## config.mk

```make
export PLATFORM = sky130hd
export DESIGN_NAME = regfile_scoreboard
export DESIGN_NICKNAME = d
export VERILOG_FILES = /design/src/rtl/regfile_scoreboard.sv
export SDC_FILE = /design/constraint.sdc
export NUM_CORES = 2
export LEC_CHECK = 0
export BUFFER_PORTS_ARGS = -buffer_cell sky130_fd_sc_hd__buf_2
export CAP_MARGIN = 20
export CORE_UTILIZATION = 38
export CTS_CLUSTER_DIAMETER = 40
export CTS_CLUSTER_SIZE = 20
export DETAILED_ROUTE_END_ITERATION = 10
export PLACE_DENSITY = 0.53
export RECOVER_POWER = 25
export SLEW_MARGIN = 20
export SYNTH_ARGS = -nofsm -noshare
export SYNTH_HDL_FRONTEND = slang
export SYNTH_SLANG_ARGS = --single-unit
```

## constraint.sdc

```tcl
create_clock -name clk -period 5.95 [get_ports clk]
set_input_delay 1.19 -clock clk [delete_from_list [all_inputs] [get_ports clk]]
set_output_delay 1.19 -clock clk [all_outputs]
set_load 0.005 [all_outputs]
```

## src/rtl/regfile_scoreboard.sv

```systemverilog
// rtl/regfile_scoreboard.sv - parametrised register file with pending-write scoreboard and debug port
// Optional write-to-read forwarding enabled by defining REGFILE_BYPASS_EN.
module regfile_scoreboard #(
  parameter int WIDTH    = 32,
  parameter int ADDR_W   = 5,
  parameter int ZERO_REG = 1
) (
  input  logic              clk,
  input  logic              reset,
  input  logic              write_enable,
  input  logic [ADDR_W-1:0] Destination_select,
  input  logic [WIDTH-1:0]  DATA,
  input  logic [ADDR_W-1:0] Source_select_0,
  input  logic [ADDR_W-1:0] Source_select_1,
  output logic [WIDTH-1:0]  out_0,
  output logic [WIDTH-1:0]  out_1,
  output logic              busy_0,
  output logic              busy_1,
  input  logic              issue_valid,
  input  logic [ADDR_W-1:0] issue_dest,
  input  logic              dbg_req,
  input  logic              dbg_we,
  input  logic [ADDR_W-1:0] dbg_addr,
  input  logic [WIDTH-1:0]  dbg_wdata,
  output logic              dbg_ack,
  output logic [WIDTH-1:0]  dbg_rdata
);

  localparam int DEPTH = 1 << ADDR_W;

  typedef enum logic {IDLE, ACK} dbg_state_t;

  logic [WIDTH-1:0] regs [DEPTH];
  logic [DEPTH-1:0] pending;
  logic [DEPTH-1:0] pending_next;
  dbg_state_t       state;
  dbg_state_t       state_next;
  logic             dbg_accept;
  logic             core_wr_ok;
  logic             dbg_wr_ok;

  // Core writeback always wins; debug is only accepted on a cycle without one.
  assign dbg_accept = (state == IDLE) && dbg_req && !write_enable;
  assign core_wr_ok = write_enable && !(ZERO_REG != 0 && Destination_select == '0);
  assign dbg_wr_ok  = dbg_accept && dbg_we && !(ZERO_REG != 0 && dbg_addr == '0);

  always_ff @(posedge clk) begin
    if (reset) begin
      for (int i = 0; i < DEPTH; i++) regs[i] <= '0;
    end else if (core_wr_ok) begin
      regs[Destination_select] <= DATA;
    end else if (dbg_wr_ok) begin
      regs[dbg_addr] <= dbg_wdata;
    end
  end

  // Issue is applied after the clear so a new producer on the same index wins.
  always_comb begin
    pending_next = pending;
    if (write_enable) pending_next[Destination_select] = 1'b0;
    if (issue_valid) pending_next[issue_dest] = 1'b1;
    if (ZERO_REG != 0) pending_next[0] = 1'b0;
  end

  always_ff @(posedge clk) begin
    if (reset) pending <= '0;
    else       pending <= pending_next;
  end

  always_ff @(posedge clk) begin
    if (reset) dbg_rdata <= '0;
    else if (dbg_accept && !dbg_we) dbg_rdata <= regs[dbg_addr];
  end

  always_ff @(posedge clk) begin
    if (reset) state <= IDLE;
    else       state <= state_next;
  end

  always_comb begin
    state_next = state;
    case (state)
      IDLE:    if (dbg_accept) state_next = ACK;
      ACK:     state_next = IDLE;
      default: state_next = IDLE;
    endcase
  end

  always_comb begin
    dbg_ack = (state == ACK);
  end

  always_comb begin
    out_0  = (ZERO_REG != 0 && Source_select_0 == '0) ? '0 : regs[Source_select_0];
    out_1  = (ZERO_REG != 0 && Source_select_1 == '0) ? '0 : regs[Source_select_1];
    busy_0 = pending[Source_select_0];
    busy_1 = pending[Source_select_1];
`ifdef REGFILE_BYPASS_EN
    if (core_wr_ok && Source_select_0 == Destination_select) begin
      out_0  = DATA;
      busy_0 = 1'b0;
    end
    if (core_wr_ok && Source_select_1 == Destination_select) begin
      out_1  = DATA;
      busy_1 = 1'b0;
    end
`endif
  end

endmodule

```

==> results.sh <==
export IMPL_clk_latency_ps=820
export IMPL_outcome="finished with violations"
export IMPL_root_buffer="clkbuf_16"
export IMPL_syn_area_um2=64400
export IMPL_drc=0
export IMPL_violations="max-capacitance violations, max-slew violations"
export IMPL_fin_crit_sh=0.946
export IMPL_die_w_um=414
export IMPL_syn2layout_area_growth_pct=16.6
export IMPL_worstPathRequired_ps=6370
export IMPL_htree_num_levels=4
export IMPL_crit_type="primary input to flip-flop"
export IMPL_rr_worst_depth=7
export IMPL_nets=5006
export IMPL_grt_setup_unrepaired="no"
export IMPL_dp_cells=6938
export IMPL_clock_path_buffers=3
export IMPL_ys_seq_area_frac=0.498
export IMPL_yosysMostFrequentCell="edfxtp_1"
export IMPL_viasPerCell=6.70
export IMPL_synth_area_top_cells="edfxtp_1, mux4_2, mux2i_1"
export IMPL_start_util=0.384
export IMPL_port_buffers=193
export IMPL_routedWlPerCell_um=37.9
export IMPL_antenna_found_initial=25
export IMPL_ioPinCount=194
export IMPL_worst_path_stages=4
export IMPL_slowest_delay_ps=1740
export IMPL_cts_buffers=174
export IMPL_synth_top_area_frac=0.478
export IMPL_grt_overflow=0
export IMPL_ir_worst_vdd_mv=0.283
export IMPL_final_cell_count_no_fill=7267
export IMPL_row_count=150
export IMPL_synthArstFlopShare=0
export IMPL_track_usage=0.320
export IMPL_ys_flop_type="edfxtp_1"
export IMPL_synth_warnings=0
export IMPL_skew_ps=33.5
export IMPL_hold_path_class="flip-flop to flip-flop"
export IMPL_synthCells=4796
export IMPL_routed_wl_um=276000
export IMPL_crit_end="regs[27][18]"
export IMPL_critical_path_top_delay_family="buffers and inverters"
export IMPL_place_congestion=0.855
export IMPL_die_y_um=414
export IMPL_dr_total_vias=48700
export IMPL_holdWs_ps=495
export IMPL_synth_distinct_cells=65
export IMPL_drt_pass1_iterations=6
export IMPL_grt_max_degree=127
export IMPL_finalSetupViolCount=0
export IMPL_slew_headroom=-0.480
export IMPL_ctsHoldBuffers=0
export IMPL_power_density_nw_per_um2=301
export IMPL_setup_worst_path_end_class="flip-flop"
export IMPL_critPathLaunch="reset"
export IMPL_cap_violations=10
export IMPL_cts_resized=0
export IMPL_r2r_end="regs[20][18]"
export IMPL_drv_slew=296
export IMPL_leakagePower_nw=27.6
export IMPL_avgSynthCellArea_um2=13.4
export IMPL_r2r_start="dbg_ack"
export IMPL_r2r_slack_ps=1450
export IMPL_finalCriticalPeriod_ps=5630
export IMPL_cts_tree="done"
export IMPL_path_buf_inv=3
export IMPL_dp_hpwl_um=155000
export IMPL_die_area_um2=171000
export IMPL_cp_cell_sequence="clkbuf_1 > clkbuf_2 > a21o_1 > clkbuf_4"
export IMPL_synth_edf_count=1024
export IMPL_start_kind="primary input"
export IMPL_core_area_um2=168000
export IMPL_layout_drive_gt1_share=0.290
export IMPL_tightest_slew_ps=2220
export IMPL_drt_iter0_drc=8018
export IMPL_setup_total_negative_slack_ps=0
export IMPL_clkTransAtPathRegs_ps=50
export IMPL_ant_nets=0
export IMPL_synthTopCellsByCount="edfxtp_1, nor2_1, mux4_2"
export IMPL_cp_max_fo=53
export IMPL_grt_pass1_vias=47100
export IMPL_cp_data_arrival_time_ps=6050
export IMPL_grt_pass1_wl_um=378000
export IMPL_postCtsSetupRepairBufs=0
export IMPL_cts_sinks=1088
export IMPL_final_hold_viol_count=0
export IMPL_ys_ff_latch=1088
export IMPL_crit_slowest_cell="clkbuf_2"
export IMPL_synth_top_area_cell="edfxtp_1"
export IMPL_max_freq_ghz=0.178
-- registers in the layout, summed over array words and instances (netlist names) --
register	flops
dbg_rdata	32
pending	31
dbg_ack	1
regs	1024
-- worst min-delay path by stage --
stage / endpoint / slack [ps] / startpoint / cells after the start
floorplan: pending[3] / 460 / pending[3] / 2
global placement: pending[7] / 480 / pending[7] / 2
detailed placement: pending[29] / 490 / pending[29] / 2
CTS: pending[29] / 490 / pending[29] / 2
global route: pending[1] / 520 / pending[1] / 2
finish: pending[21] / 490 / pending[21] / 2
-- stage by stage --
stage / utilization / instance area (um^2) / power [W] / setup WS [ps]
3_5_place_dp: 0.412 / 69100 / 0.0118 / 705
4_1_cts: 0.449 / 75300 / 0.0226 / 710
6_report: 0.448 / 75100 / 0.0226 / 320
2_1_floorplan: - / 64500 / 0.0106 / 1600
3_3_place_gp: 0.412 / 69100 / 0.0118 / 723
5_1_grt: 0.448 / 75100 / 0.0230 / 290
-- kinds of logic after synthesis --
family	after synthesis	share of synthesized area
and+or+nand+nor	1314	0.0844
muxes	1209	0.316
DFF	1088	0.498
buffers and inverters	595	0.0416
AOI/OAI and AO/OA	589	0.0606
other	1	0.0000582
-- power breakdown --
group	total, W	leakage (nW)	switching [W]	internal, W
sequential	0.00880	11.5	0.000184	0.00862
combinational	0.00292	13.1	0.00182	0.00111
clock	0.0108	2.97	0.00427	0.00657
total	0.0226	27.6	0.00627	0.0163
-- worst min-delay path, delay by kind of cell (launching register included) --
family | cells | cell delay, ps
flops | 1 | 310
compound gates | 2 | 130
-- placed cells by master (no fill, tap or decap), drive strengths merged, types with 4 or more instances in the layout --
| cell type | n |
|---|---|
| bufinv | 23 |
| edfxtp | 1024 |
| or3 | 4 |
| nor3 | 28 |
| dfxtp | 64 |
| a21oi | 161 |
| nor3b | 6 |
| clkbuf | 231 |
| and3b | 5 |
| or4 | 32 |
| a21o | 6 |
| clkinv | 53 |
| a211oi | 33 |
| buf | 385 |
| clkinvlp | 21 |
| nand3 | 22 |
| mux2i | 547 |
| nand2b | 63 |
| nor2 | 1014 |
| nand3b | 4 |
| o21ai | 103 |
| inv | 115 |
| conb | 32 |
| mux2 | 4 |
| nand2 | 117 |
| or2 | 5 |
| o32ai | 6 |
| mux4 | 658 |
| a22oi | 258 |
-- final cells by class --
cell class                      count  area, um^2
Antenna cell                        3        7.51
Timing Repair Buffer              433        3390
Clock buffer                      183        4440
Fill cell                       15000       92500
Inverter                           70         263
Tap cell                         2204        2760
Multi-Input combinational cell   3144       30400
Sequential cell                  1088       32000
Clock inverter                    142        1760
-- routing by layer --
metal  up-vias  wire, um  global-route usage
met5         -        92                   0
met4        16     12000               0.130
met3       709     35400              0.0823
met2      3736    121000               0.476
met1     25300    107000               0.445
li1      19000         -                   -
(Power assumes the default switching activity.)
